### src/rtl/cnt_sched_pkg.sv
// Shared types and default sizing for the count scheduler.
package cnt_sched_pkg;

   localparam int unsigned NREQ_DEF = 4;
   localparam int unsigned CW_DEF   = 8;
   localparam int unsigned LW_DEF   = 4;

   typedef enum logic [1:0] {
      ST_IDLE,
      ST_CLEAR,
      ST_RUN,
      ST_FINISH
   } state_e;

endpackage

### src/rtl/count_scheduler_counter.sv
// Shared up-counter: synchronous clear wins over enable, wraps modulo 2^CW.
module up_counter_w import cnt_sched_pkg::*; #(
   parameter int unsigned CW = CW_DEF
) (
   input  logic          clock,
   input  logic          reset,
   input  logic          clear,
   input  logic          enable,
   output logic [CW-1:0] out
);

   logic [CW-1:0] out_q;
   logic [CW-1:0] out_d;

   always_comb begin
      out_d = out_q;
      if (clear) begin
         out_d = '0;
      end else if (enable) begin
         out_d = out_q + CW'(1);
      end
   end

   always_ff @(posedge clock) begin
      if (reset) begin
         out_q <= '0;
      end else begin
         out_q <= out_d;
      end
   end

   assign out = out_q;

endmodule

### src/rtl/count_scheduler.sv
// Round-robin burst scheduler: each grant clears the shared counter, counts
// the winner's latched burst length, then pulses done (aborted on withdrawal).
module count_scheduler import cnt_sched_pkg::*; #(
   parameter int unsigned NREQ = NREQ_DEF,
   parameter int unsigned CW   = CW_DEF,
   parameter int unsigned LW   = LW_DEF
) (
   input  logic               clock,
   input  logic               reset,
   input  logic [NREQ-1:0]    req,
   input  logic [NREQ*LW-1:0] len,
   output logic [NREQ-1:0]    gnt,
   output logic               busy,
   output logic               done,
   output logic               aborted,
   output logic [CW-1:0]      count
);

   localparam int unsigned IW = $clog2(NREQ);

   state_e          state_q, state_d;
   logic [IW-1:0]   win_q, win_d;
   logic [IW-1:0]   last_q, last_d;
   logic [LW-1:0]   rem_q, rem_d;
   logic            wd_q, wd_d;
   logic [NREQ-1:0] gnt_q, gnt_d;
   logic            busy_q, busy_d;
   logic            done_q, done_d;
   logic            aborted_q, aborted_d;

   logic [LW-1:0]   len_a [NREQ];
   logic            pick_found_c;
   logic [IW-1:0]   pick_idx_c;
   logic            req_win_c;
   logic            cnt_clear_c;
   logic            cnt_en_c;

   always_comb begin
      for (int unsigned i = 0; i < NREQ; i++) begin
         len_a[i] = len[i*LW +: LW];
      end
   end

   // Round-robin search begins one past the previous winner.
   always_comb begin
      pick_found_c = 1'b0;
      pick_idx_c   = '0;
      for (int unsigned k = 1; k <= NREQ; k++) begin
         if (!pick_found_c && req[IW'((32'(last_q) + k) % NREQ)]) begin
            pick_found_c = 1'b1;
            pick_idx_c   = IW'((32'(last_q) + k) % NREQ);
         end
      end
   end

   assign req_win_c = req[win_q];

   always_comb begin
      state_d     = state_q;
      win_d       = win_q;
      last_d      = last_q;
      rem_d       = rem_q;
      wd_d        = wd_q;
      gnt_d       = gnt_q;
      done_d      = 1'b0;
      aborted_d   = 1'b0;
      cnt_clear_c = 1'b0;
      cnt_en_c    = 1'b0;

      unique case (state_q)
         ST_IDLE: begin
            if (pick_found_c) begin
               win_d   = pick_idx_c;
               rem_d   = len_a[pick_idx_c];
               wd_d    = 1'b0;
               gnt_d   = NREQ'(1) << pick_idx_c;
               state_d = ST_CLEAR;
            end
         end
         ST_CLEAR: begin
            cnt_clear_c = 1'b1;
            if (!req_win_c) begin
               wd_d    = 1'b1;
               state_d = ST_FINISH;
            end else if (rem_q == '0) begin
               state_d = ST_FINISH;
            end else begin
               state_d = ST_RUN;
            end
         end
         ST_RUN: begin
            // A withdrawn cycle does not count; the partial value is kept.
            if (!req_win_c) begin
               wd_d    = 1'b1;
               state_d = ST_FINISH;
            end else begin
               cnt_en_c = 1'b1;
               rem_d    = rem_q - LW'(1);
               if (rem_q == LW'(1)) begin
                  state_d = ST_FINISH;
               end
            end
         end
         ST_FINISH: begin
            done_d    = 1'b1;
            aborted_d = wd_q;
            gnt_d     = '0;
            last_d    = win_q;
            state_d   = ST_IDLE;
         end
         default: begin
            gnt_d   = '0;
            state_d = ST_IDLE;
         end
      endcase
   end

   assign busy_d = (state_d != ST_IDLE);

   always_ff @(posedge clock) begin
      if (reset) begin
         state_q   <= ST_IDLE;
         win_q     <= '0;
         last_q    <= IW'(NREQ - 1);
         rem_q     <= '0;
         wd_q      <= 1'b0;
         gnt_q     <= '0;
         busy_q    <= 1'b0;
         done_q    <= 1'b0;
         aborted_q <= 1'b0;
      end else begin
         state_q   <= state_d;
         win_q     <= win_d;
         last_q    <= last_d;
         rem_q     <= rem_d;
         wd_q      <= wd_d;
         gnt_q     <= gnt_d;
         busy_q    <= busy_d;
         done_q    <= done_d;
         aborted_q <= aborted_d;
      end
   end

   up_counter_w #(.CW(CW)) u_counter (
      .clock  (clock),
      .reset  (reset),
      .clear  (cnt_clear_c),
      .enable (cnt_en_c),
      .out    (count)
   );

   assign gnt     = gnt_q;
   assign busy    = busy_q;
   assign done    = done_q;
   assign aborted = aborted_q;

endmodule
### config.mk
export PLATFORM = sky130hd
export DESIGN_NAME = count_scheduler
export DESIGN_NICKNAME = d
export VERILOG_FILES = /design/src/rtl/cnt_sched_pkg.sv /design/src/rtl/count_scheduler_counter.sv /design/src/rtl/count_scheduler.sv
export SDC_FILE = /design/constraint.sdc
export NUM_CORES = 1
export LEC_CHECK = 0
export ABC_AREA = 1
export CORE_MARGIN = 10
export CORE_UTILIZATION = 50
export CTS_CLUSTER_DIAMETER = 50
export DETAILED_ROUTE_END_ITERATION = 8
export GPL_ROUTABILITY_DRIVEN = 0
export GPL_TIMING_DRIVEN = 0
export PLACE_DENSITY = 0.79
export SETUP_SLACK_MARGIN = 0.1
export SLEW_MARGIN = 20
export SYNTH_ARGS = -nofsm -noshare
export SYNTH_HDL_FRONTEND = slang
export SYNTH_HIERARCHICAL = 1
export SYNTH_SLANG_ARGS = --single-unit
### constraint.sdc
create_clock -name clock -period 2.26 [get_ports clock]
set_clock_uncertainty 0.05 [all_clocks]
set_input_delay 0.452 -clock clock [delete_from_list [all_inputs] [get_ports clock]]
set_output_delay 0.452 -clock clock [all_outputs]
set_load 0.02 [all_outputs]
==> flow_metrics.env, run 1 <==
export IMPL_grt_usage=0.129
export IMPL_setup_viol=0
export IMPL_synth_mux_area_frac=0
export IMPL_grt_start_max_net_pins=16
export IMPL_ir_drop_mv=0.801
export IMPL_syn_inst=260
export IMPL_wl_per_cell_um=11.3
export IMPL_grt_pass1_vias=1580
export IMPL_dieArea_sq_um=6100
export IMPL_syn_area_sq_um=1690
export IMPL_cp_slowest_cell="clkdlybuf4s50_1"
export IMPL_h_tree_depth=1
export IMPL_r2r_cells=9
export IMPL_cts_buffers=3
export IMPL_hpwl_um=3040
export IMPL_cts_hold_buf=0
export IMPL_slew_viol_final=0
export IMPL_yosys_area_share_simple=0.383
export IMPL_r2r_end="rem_q[0]"
export IMPL_synth_fp_nets=290
export IMPL_hold_depth=2
export IMPL_vias_per_cell=4.94
export IMPL_synth_avg_cell_area_sq_um=6.50
export IMPL_synth_compound_area_share=0.164
export IMPL_cts_resized=0
export IMPL_r2r_start="state_q[0]"
export IMPL_yosys_warnings=6
export IMPL_postCtsSetupBuffers=0
export IMPL_slowest_delay_ns=0.45
export IMPL_port_buffers=36
export IMPL_worstPathMaxFanout=6
export IMPL_min_period_over_period=0.889
export IMPL_start_util=0.510
export IMPL_critPathArrivalTime_ns=2.19
export IMPL_clock_latency_ns=0.33
export IMPL_start_kind="primary input"
export IMPL_r2r_setup_slack_ns=0.32
export IMPL_worstMarginPinSlew_ns=0.489
export IMPL_ys_seq_area_frac=0.308
export IMPL_period_needed_ns=2.01
export IMPL_critical_path_class="in2reg"
export IMPL_synth_area_leader_cell="dfxtp_1"
export IMPL_max_freq_ghz=0.498
export IMPL_ys_ff_latch=26
export IMPL_fin_nets=331
export IMPL_final_hold_violation_count=0
export IMPL_rows=21
export IMPL_placed_cells=342
export IMPL_synth_fa_ha_area_frac=0.0593
export IMPL_p_leak_nw=1.01
export IMPL_endpoint_kind="flip-flop"
export IMPL_synth_area_leaders="dfxtp_1 (31%), nand2_1 (21%), a21oi_1 (7.1%)"
export IMPL_cp_data_required_time_ns=2.44
export IMPL_endpoint="rem_q[0]"
export IMPL_n_antenna_cell=0
export IMPL_dieWidth_um=78.1
export IMPL_cts_tree="done"
export IMPL_synth_top_family_by_area="simple AND/OR/NAND/NOR gates"
export IMPL_cellPowerDensity_nw_per_um2=1160
export IMPL_hp_class="reg2reg"
export IMPL_p_total_mw=2.54
export IMPL_maxSlewHeadroom=0.673
export IMPL_fin_cells=346
export IMPL_ant_nets=0
export IMPL_firstDrtPassIters=4
export IMPL_clock_sinks=26
export IMPL_vias=1708
export IMPL_synthDominantCellAreaShare=0.308
export IMPL_synth_xor_area_frac=0
export IMPL_fp_dieH_um=78.1
export IMPL_coreArea_sq_um=3310
export IMPL_cts_buffer_depth=2
export IMPL_route_detailed_drc=0
export IMPL_grt_pass1_wl_um=6820
export IMPL_drv_cap=0
export IMPL_grt_antenna_before_repair=0
export IMPL_rsz0062_at_grt="no"
export IMPL_drtIter0Drc=92
export IMPL_drive_above_1_share=0.107
export IMPL_io_pins=37
export IMPL_cp_startpoint="req[0]"
export IMPL_clock_tree_root_cell="clkbuf_4"
export IMPL_clk_pin_slew_ns=0.15
export IMPL_crit_chain="clkdlybuf4s50_1 -> inv_1 -> nand2_1 -> nand3_1 -> nand2_2 -> nor2_8 -> nand4_1 -> nand2_1 -> inv_1 -> o21ai_0 -> a21oi_1"
export IMPL_grt_ovfl_total=0
export IMPL_netlist_cell_type_count=28
export IMPL_wl_um=3910
export IMPL_areaGrowthSynthToFinish_pct=29.3
export IMPL_status="finished, final reports clean"
## per-layer routing
layer / vias to the layer above / global-route usage / share of wire
met1: 750 / 0.153 / 0.46
met4: 0 / 0.0430 / 0.011
met2: 39 / 0.220 / 0.48
met5: - / 0 / 0
met3: 5 / 0.0364 / 0.050
li1: 914 / - / -
## layout make-up
type | instances | area, sq um
clock inverters | 1 | 30.0
fillers | 313 | 1130
multi-input cells | 201 | 1040
flip-flops and latches | 26 | 520
repair buffers | 36 | 368
plain buffers | 3 | 26.3
clock buffers | 3 | 22.5
inverters | 30 | 118
well taps | 46 | 57.6
## cells by family (layout without fill, tap and decap cells)
| logic type | after synthesis | in the layout |
|---|---|---|
| and+or+nand+nor | 143 | 143 |
| DFF | 26 | 26 |
| adders and majority gates | 8 | 8 |
| buffers and inverters | 33 | 73 |
| AOI/OAI and AO/OA | 50 | 50 |
## through the flow
stage / hold WS (ns) / setup slack, ns / utilization / TNS (ns) / cell area (sq um)
4_1_cts: 0.415 / 0.129 / 0.652 / 0 / 2160
6_report: 0.414 / 0.251 / 0.659 / 0 / 2180
5_1_grt: 0.450 / 0.111 / 0.659 / 0 / 2180
2_1_floorplan: 0.370 / 0.568 / - / 0 / 1690
3_3_place_gp: 0.388 / -0.172 / 0.636 / -0.883 / 2110
3_5_place_dp: 0.396 / -0.185 / 0.636 / -1.14 / 2110
## how the worst min path moves through the flow
stage	slack [ns]	end	from
2_1_floorplan	0.37	aborted	wd_q
3_3_place_gp	0.39	aborted	wd_q
3_5_place_dp	0.40	aborted	wd_q
4_1_cts	0.42	aborted	wd_q
5_1_grt	0.45	aborted	wd_q
6_report	0.41	aborted	wd_q
## critical path, delay by kind of cell
kind                   cells  cell delay [ns]
buffers and inverters      3             0.63
AND/OR/NAND/NOR            6             0.84
AO/OA/AOI/OAI              2             0.26
## layout by cell type (no fill, tap or decap)
cell type	n
clkdlybuf4s50_1	33
nand4_1	4
nor2_8	1
a21oi_4	1
dlymetal6s2s_1	3
a21oi_2	1
ha_1	8
dfxtp_1	26
o21ai_2	2
nor3b_1	1
nor2_1	15
buf_6	2
bufinv_16	1
o21ai_0	17
nand3_4	1
nand2_4	1
nand3_2	2
nand3_1	11
inv_6	1
clkbuf_4	3
a21oi_1	24
inv_2	5
nor3_1	2
buf_1	1
nor2_4	3
nand2_2	8
o21ai_1	1
o22ai_1	1
o21bai_1	1
nand2_1	94
inv_1	24
o211ai_1	2
## Yosys cell counts, drive strengths merged
cell	count
inv	30
nand3	14
buf	3
nand4	4
ha	8
nor3	2
o21bai	1
nor2	19
a21oi	26
o21ai	20
o211ai	2
nand2	103
o22ai	1
dfxtp	26
nor3b	1
## state kept, by name, indices dropped and copies added (netlist names)
name and flops:
busy 1, gnt 4, aborted 1, last_q 2, state_q 2, wd_q 1, done 1, rem_q 4
win_q 2, u_counter/out 8
## where the power goes
group | internal [mW] | total (mW) | switching (mW)
logic | 0.579 | 1.55 | 0.968
registers | 0.577 | 0.672 | 0.0944
clock network | 0.180 | 0.324 | 0.145
Note: power is estimated with default switching activity, not from simulation.
==> inputs of run 2 (changes only) <==
Settings changed: CORE_ASPECT_RATIO from default to 1.2, CTS_CLUSTER_DIAMETER 50 to default, SLEW_MARGIN 20 to 30.
==> run 2 against run 1 <==
Net effect:
- via count grew 1.6%
- flip-flop and latch count stayed put
- fmax rose by 5.3%
- core utilization up 1.3 points
- non-clock buffer count is 2 higher
- critical path type is now reg2reg
- highest routed layer unchanged
==> flow_metrics.env, run 2 (synthesized netlist as in run 1, its figures left out) <==
export IMPL_largest_reg_flops=8
export IMPL_dieArea_sq_um=6110
export IMPL_rows=23
export IMPL_cts_buffers=3
export IMPL_status="finished, final reports clean"
export IMPL_critPathArrivalTime_ns=2.02
export IMPL_cp_startpoint="state_q[0]"
export IMPL_drtIter0Drc=79
export IMPL_h_tree_depth=1
export IMPL_slew_viol_final=0
export IMPL_critical_path_most_common_cell="inv_1"
export IMPL_firstDrtPassIters=5
export IMPL_vias_per_cell=5.12
export IMPL_endpoint="rem_q[3]"
export IMPL_grt_start_max_net_pins=16
export IMPL_grt_usage=0.128
export IMPL_hpwl_um=3140
export IMPL_wl_per_cell_um=11.9
export IMPL_grt_pass1_vias=1611
export IMPL_maxSlewHeadroom=0.670
export IMPL_cts_hold_buf=0
export IMPL_start_kind="flip-flop"
export IMPL_endpoint_kind="flip-flop"
export IMPL_r2r_setup_slack_ns=0.35
export IMPL_coreArea_sq_um=3310
export IMPL_fin_ws_ns=0.352
export IMPL_drv_cap=0
export IMPL_clock_tree_root_cell="clkbuf_8"
export IMPL_areaGrowthSynthToFinish_pct=31.8
export IMPL_fp_dieH_um=83.7
export IMPL_period_needed_ns=1.91
export IMPL_final_common_cell="nand2_1"
export IMPL_crit_chain="inv_1 -> ha_1 -> inv_1 -> nor2_4 -> o21bai_1 -> nand2_1 -> inv_1 -> o21ai_0 -> a21oi_1"
export IMPL_path_depth=9
export IMPL_max_freq_ghz=0.524
export IMPL_p_total_mw=2.69
export IMPL_drive_above_1_share=0.119
export IMPL_place_area_sq_um=2100
export IMPL_p_leak_nw=1.04
export IMPL_worstPathMaxFanout=7
export IMPL_final_cell_mix="nand2_1 (93), clkdlybuf4s50_1 (32), dfxtp_1 (26)"
export IMPL_slowest_delay_ns=0.41
export IMPL_wl_um=4050
export IMPL_cp_num_buf_inv=3
export IMPL_io_pins=37
export IMPL_rsz0062_at_grt="no"
export IMPL_placed_cells=333
export IMPL_r2r_end="rem_q[3]"
export IMPL_critical_path_class="reg2reg"
export IMPL_clk_pin_slew_ns=0.09
export IMPL_ir_drop_mv=0.746
export IMPL_r2r_start="state_q[0]"
export IMPL_fin_nets=333
export IMPL_min_period_over_period=0.844
export IMPL_clock_latency_ns=0.27
export IMPL_start_util=0.510
export IMPL_vias=1736
export IMPL_cellPowerDensity_nw_per_um2=1210
export IMPL_cp_data_required_time_ns=2.38
export IMPL_n_antenna_cell=0
export IMPL_r2r_cells=9
export IMPL_post_place_ws_ns=-0.217
export IMPL_cp_slowest_cell="dfxtp_1"
export IMPL_ant_nets=0
export IMPL_cts_buffer_depth=2
export IMPL_path_delay_family="buffers and inverters"
export IMPL_grt_antenna_before_repair=0
export IMPL_clock_sinks=26
export IMPL_worstMarginPinSlew_ns=0.493
export IMPL_hp_class="reg2reg"
export IMPL_fin_cells=339
export IMPL_setup_viol=0
export IMPL_cts_tree="done"
export IMPL_route_detailed_drc=0
export IMPL_final_hold_violation_count=0
export IMPL_grt_ovfl_total=0
export IMPL_final_cell_area_sq_um=2230
export IMPL_port_buffers=36
export IMPL_grt_pass1_wl_um=6730
export IMPL_dieWidth_um=73.1
export IMPL_utilization=0.673
## run 2: how the worst min path moves through the flow
stage,startpoint,end,slack [ns],depth (start not counted)
finish,wd_q,aborted,0.41,2
global placement,wd_q,aborted,0.39,2
CTS,wd_q,aborted,0.41,2
global route,wd_q,aborted,0.42,2
detailed placement,wd_q,aborted,0.40,2
floorplan,wd_q,aborted,0.37,2
## run 2: timing repair
action | CTS | global route
gates resized for setup | 1 | 11
endpoints found under the setup margin | 5 | 11
pin swaps | 0 | 2
buffers inserted | 0 | 2
## run 2: layout make-up
| type | instances | area (sq um) |
|---|---|---|
| fillers | 289 | 1080 |
| clock buffers | 3 | 41.3 |
| flip-flops and latches | 26 | 520 |
| plain buffers | 3 | 26.3 |
| multi-input cells | 201 | 1060 |
| inverters | 30 | 120 |
| repair buffers | 38 | 385 |
| clock inverters | 1 | 30.0 |
| well taps | 37 | 46.3 |
## run 2: tightest hold or removal path: cells and delay by family, from the launching register on
kind                   cells  cell delay (ns)
buffers and inverters      1             0.07
and+or+nand+nor            1             0.05
DFF                        1             0.31
## run 2: power breakdown
part / internal (mW) / total, mW / switching, mW
clock: 0.237 / 0.387 / 0.150
combinational: 0.619 / 1.63 / 1.01
sequential: 0.577 / 0.671 / 0.0936
total: 1.43 / 2.69 / 1.25
## run 2: metal layers
metal  share of wire  routed length, um  up-vias  GRT usage
met3           0.057                232        7     0.0369
met5               0                  0        -          0
met4           0.017                 70        0     0.0415
li1                -                  -      918          -
met1            0.41               1680      776      0.135
met2            0.51               2070       35      0.231
## run 2: stage by stage
step	TNS [ns]	hold slack, ns
after floorplan	0	0.370
after global placement	-1.11	0.388
after detailed placement	-1.36	0.396
after CTS	0	0.410
after global routing	0	0.425
final	0	0.405
==> inputs of run 3 (changes only) <==
Settings changed: CORE_UTILIZATION 50 to 45, PLACE_DENSITY 0.79 to 0.75.
Clock period 2.26 ns to 1.7 ns, I/O delays scaled along.
==> run 3 against run 2 <==
Net effect:
- the flow now finishes with violations (setup timing)
- sequential power grew 37%
- clock power grew 31%
- fmax shrank 0.74%
- sequential share of layout area shrank 3.1 points
- die area grew 8.2%
- via count grew 5.8%
- total power grew 62%
- critical endpoint is now rem_q[1]
- largest cell class unchanged
- largest power group unchanged
==> flow_metrics.env, run 3 (synthesized netlist as in run 1, its figures left out) <==
export IMPL_grt_pass1_wl_um=7970
export IMPL_multi_input_area_sq_um=1240
export IMPL_firstDrtPassIters=4
export IMPL_violations="setup timing"
export IMPL_p_leak_nw=1.27
export IMPL_period_needed_ns=1.92
export IMPL_maxSlewHeadroom=0.643
export IMPL_drv_cap=0
export IMPL_cts_buffers=3
export IMPL_rows=24
export IMPL_utilization=0.714
export IMPL_drtIter0Drc=83
export IMPL_fin_nets=352
export IMPL_grt_pass1_vias=1809
export IMPL_route_detailed_drc=0
export IMPL_ir_drop_mv=0.763
export IMPL_start_util=0.465
export IMPL_io_pins=37
export IMPL_final_hold_violation_count=0
export IMPL_final_cell_mix="nand2_1 (76), dfxtp_1 (24), inv_1 (21), a21oi_1 (21), clkdlybuf4s50_1 (17)"
export IMPL_grt_start_max_net_pins=16
export IMPL_dieWidth_um=75.9
export IMPL_h_tree_depth=1
export IMPL_cellPowerDensity_nw_per_um2=1670
export IMPL_intPower_mw=2.31
export IMPL_cts_hold_buf=0
export IMPL_endpoint_kind="flip-flop"
export IMPL_rsz0062_at_grt="yes"
export IMPL_grt_ovfl_total=0
export IMPL_wl_um=4770
export IMPL_grt_antenna_before_repair=0
export IMPL_p_switching_mw=2.04
export IMPL_areaGrowthSynthToFinish_pct=53.6
export IMPL_clock_sinks=26
export IMPL_dieArea_sq_um=6610
export IMPL_clkPwrFrac=0.117
export IMPL_setup_viol=10
export IMPL_drive_above_1_share=0.280
export IMPL_final_common_cell="nand2_1"
export IMPL_clock_tree_root_cell="clkbuf_8"
export IMPL_n_fill_cell=293
export IMPL_ant_nets=0
export IMPL_wl_per_cell_um=12.8
export IMPL_setup_tns_ns=-1.20
export IMPL_worstPathMaxFanout=6
export IMPL_cts_tree="done"
export IMPL_vias_per_cell=4.92
export IMPL_hp_class="reg2reg"
export IMPL_place_area_sq_um=2130
export IMPL_vias=1836
export IMPL_hpwl_um=3120
export IMPL_seq_power_share=0.212
export IMPL_coreArea_sq_um=3630
export IMPL_port_buffers=36
export IMPL_min_period_over_period=1.13
export IMPL_seqCellArea_sq_um=526
export IMPL_start_kind="flip-flop"
export IMPL_n_antenna_cell=0
export IMPL_status="complete, but fails checks"
export IMPL_critical_path_class="reg2reg"
export IMPL_largest_reg_flops=8
export IMPL_worstMarginPinSlew_ns=0.534
export IMPL_slew_viol_final=0
export IMPL_clk_pin_slew_ns=0.09
export IMPL_max_freq_ghz=0.520
export IMPL_cts_buffer_depth=2
export IMPL_final_cell_area_sq_um=2590
export IMPL_clock_latency_ns=0.27
export IMPL_fin_ws_ns=-0.222
export IMPL_critPathArrivalTime_ns=2.01
export IMPL_p_sw_frac=0.469
export IMPL_grt_usage=0.139
export IMPL_cp_data_required_time_ns=1.79
export IMPL_share_comb_of_total_power=0.671
export IMPL_fp_dieH_um=87.1
==> run 3: changes by cell type in the layout (fill, tap and decap cells not counted), sizes merged <==
cell	previous run	this run
clkdlybuf4s50	32	17
dlygate4sd2	0	16
dlymetal6s2s	4	3
buf	5	24
==> run 3: what timing repair did <==
item                                    CTS  global route
resized for setup                        62            28
gates cloned                              2             0
setup buffers                            18             2
endpoints found under the setup margin   30            24
pin swaps                                25            12
==> run 3: area by class of cell <==
class,instances,area share
inverter,30,0.0511
timing repair buffer,57,0.204
sequential,26,0.203
tap,52,0.0251
buffer,3,0.0101
clock inverter,1,0.0116
clock buffer,3,0.0159
multi-input combinational,201,0.480
==> run 3: metrics by stage <==
step | hold WS [ns] | setup slack (ns) | cells | total power [mW]
after floorplan | 0.370 | 0.0575 | 260 | 2.47
after global placement | 0.387 | -0.545 | 348 | 2.95
after detailed placement | 0.388 | -0.555 | 348 | 2.98
after CTS | 0.402 | -0.146 | 371 | 4.11
after global routing | 0.435 | -0.309 | 373 | 4.72
final | 0.406 | -0.222 | 373 | 4.34
==> run 3: power by group through the flow <==
stage / clock network, mW / registers, mW / logic [mW]
after global routing: 0.543 / 0.945 / 3.23
after floorplan: 0 / 0.949 / 1.52
after CTS: 0.518 / 0.911 / 2.68
after detailed placement: 0 / 0.906 / 2.08
final: 0.506 / 0.921 / 2.91
after global placement: 0 / 0.904 / 2.04
==> run 3: worst max-delay path, stage by stage, from the launching register on <==
cell     delay [ns]
dfxtp_2        0.34
buf_6          0.13
inv_8          0.06
buf_6          0.13
nand2_2        0.06
nand3_2        0.08
nand2_2        0.08
nand2_4        0.09
nand2_2        0.08
nand2_4        0.08
nand3_4        0.11
buf_6          0.15
nand2_1        0.05
nand2_1        0.05
nand2_1        0.07
nand3_2        0.08
nand2_1        0.08
a21oi_2        0.05
==> run 3: worst paths after layout <==
kind | startpoint | slack, ns | endpoint | cells past startpoint
worst min register to register | wd_q | 0.41 | aborted | 2
worst max register to register | last_q[0] | -0.22 | rem_q[1] | 17
worst min-delay path | wd_q | 0.41 | aborted | 2
worst max-delay path | last_q[0] | -0.22 | rem_q[1] | 17
==> run 3: metal layers <==
metal / wire length, um / part of all wire / global-route usage
met1: 2110 / 0.44 / 0.161
met2: 2450 / 0.51 / 0.257
met3: 132 / 0.028 / 0.0196
met4: 75 / 0.016 / 0.0414
met5: 0 / 0 / 0
==> edit, RTL diff (flow settings as in run 2) <==
Set the package constant `LW_DEF` to 3 (it was 4).
--- a/src/rtl/cnt_sched_pkg.sv
+++ b/src/rtl/cnt_sched_pkg.sv
@@ -3,7 +3,7 @@
 
    localparam int unsigned NREQ_DEF = 4;
    localparam int unsigned CW_DEF   = 8;
-   localparam int unsigned LW_DEF   = 4;
+   localparam int unsigned LW_DEF   = 3;
 
    typedef enum logic [1:0] {
       ST_IDLE,
Ports: changed (resized len); port bits go from 37 to 33. No check against the original RTL was run, so the function may have changed too.
==> edit against run 2 <==
  * Routed wire length fell by 8.4%
  * Worst hold slack better by 0.0015 ns
  * Design area decreased by 9.7%
  * Sequential cell count decreased by 1
  * Worst setup slack got worse by 0.10 ns
  * Combinational power fell by 15%
  * Area after synthesis is 5.8% lower
  * Total power down 17%
  * Critical path depth grew 7
  * First-iteration DRC count is 30% lower
  * Critical endpoint is now rem_q[1]
  * Largest cell class unchanged
==> edit: results (changes against run 2) <==
stage,metric,value,unit,change
power,max-vdd-ir-drop,0.804,mV,was 0.746 mV
setup_path,crit_type,in -> reg,,was reg -> reg
status,status,"finished, final reports clean",,unchanged
synth,synthTopCellsByCount,"72 x nand2_1, 35 x inv_1, 25 x dfxtp_1",,"was 94 x nand2_1, 26 x dfxtp_1, 24 x a21oi_1, 24 x inv_1, 17 x o21ai_0"
global_routing,grt_pass1_wl,6240,um,was 6730 um
detailed_routing,dr.max_layer_used,met4,,unchanged
timing,whs,0.407,ns,was 0.405 ns
setup_path,crit-reg2reg-capture,rem_q[1],,was rem_q[3]
global_routing,grt_pass1_vias,1504,,was 1611
setup_path,r2r_cells,16,,was 9
detailed_routing,dr.first_iter.drc_count,55,,was 79
layout,final_nets,309,,was 333
detailed_routing,first_pass_iters,4,,was 5
cts,htreeDepth,1,,unchanged
layout,final.fill_count,293,,was 289
synth,syn_nets,271,,was 290
placed_design,placed_area,1960,um2,was 2100 um2
placed_design,dpl.hpwl,2910,um,was 3140 um
setup_path,slowest_delay,0.42,ns,
timing,fin_crit_sh,0.890,,was 0.844
synth,ys_seq_area_frac,0.314,,was 0.308
setup_path,path_max_fanout,10,,was 7
setup_path,rr_startpoint,last_q[0],,was state_q[0]
cts,clk_pin_slew,0.14,ns,was 0.09 ns
synth,yosys_most_used_dff,dfxtp_1,,unchanged
timing,tightest_slew,0.538,ns,was 0.493 ns
detailed_routing,vias,1621,,was 1736
cts,root_buffer,clkbuf_4,,was clkbuf_8
placed_design,port-buffer-count,32,,was 36
cts,cts_max_path_buffers,2,,unchanged
synth,yosys_warnings,6,,unchanged
detailed_routing,routed-wl-met2,1950,um,was 2070 um
setup_path,crit_start,req[2],,was state_q[0]
setup_path,cp_slowest_cell,clkdlybuf4s50_1,,was dfxtp_1
placed_design,post-place-ws,-0.166,ns,was -0.217 ns
detailed_routing,drt-met1-wl,1580,um,was 1680 um
global_routing,grt_max_degree,16,,unchanged
min_path,holdCritPathClass,reg -> reg,,unchanged
power,leakage,0.954,nW,was 1.04 nW
cts,clk_latency,0.33,ns,was 0.27 ns
detailed_routing,wl_met3,129,um,was 232 um
global_routing,antenna_found_initial,0,,unchanged
setup_path,critPathArrivalTime,2.17,ns,was 2.02 ns
global_routing,grtUsageTotal,0.126,,was 0.128
layout,largest_reg_flops,8,,unchanged
synth,synth.area.top_cells,"dfxtp_1 31%, nand2_1 17%, inv_1 8.3%",,"was dfxtp_1 31%, nand2_1 21%, a21oi_1 7.1%"
cts,cts_buffers,3,,unchanged
synth,ys_types,22,,was 28
setup_path,ff2ff_setup_slack,0.30,ns,was 0.35 ns
setup_path,critPathTopFamily,simple AND/OR/NAND/NOR gates,,was buffers and inverters
detailed_routing,routed_wl,3710,um,was 4050 um
synth,async_flop_share,0,,unchanged
layout,drive_above_1_share,0.117,,was 0.119
-- edit: worst min-delay path: stages, from the launching register on --
cell	delay (ns)
dfxtp_1	0.32
inv_1	0.07
nor3_1	0.04
-- edit: worst min path at each step --
stage,endpoint,startpoint,cells after the start
floorplan,aborted,wd_q,2
global placement,aborted,wd_q,2
detailed placement,aborted,wd_q,2
CTS,aborted,wd_q,2
global route,aborted,wd_q,2
finish,aborted,wd_q,2
-- edit: metrics by stage --
| stage | instances | util |
|---|---|---|
| floorplan | 245 | - |
| global placement | 313 | 0.640 |
| detailed placement | 313 | 0.640 |
| CTS | 317 | 0.650 |
| global route | 318 | 0.658 |
| finish | 318 | 0.658 |
-- edit: final cells by class --
cell class,count,area share
Tap cell,36,0.0224
Sequential cell,25,0.250
Timing Repair Buffer,33,0.167
Multi-Input combinational cell,178,0.456
Clock inverter,1,0.00374
Inverter,38,0.0710
Clock buffer,3,0.0112
Buffer,4,0.0187
-- edit: layer usage --
metal | up-vias | track usage
met4 | 0 | 0.0484
met3 | 6 | 0.0229
met1 | 736 | 0.132
met5 | - | 0
met2 | 29 | 0.241
li1 | 850 | -
-- edit: cells by family (layout without fill, tap and decap cells) --
logic type                 count (synthesis)  after routing  synth area share
and+or+nand+nor                          126            126             0.359
AOI/OAI and AO/OA                         44             44             0.150
buffers and inverters                     42             79             0.113
DFF                                       25             25             0.314
adders and majority gates                  8              8            0.0629
-- edit: power by group --
part | internal [mW] | switching (mW) | leakage (nW)
registers | 0.549 | 0.0805 | 0.204
logic | 0.530 | 0.862 | 0.736
clock network | 0.0678 | 0.138 | 0.0139
-- edit: repair_timing --
item	in CTS	in global routing
endpoints found under the setup margin	0	10
gates resized for setup	0	8
buffers inserted	0	1
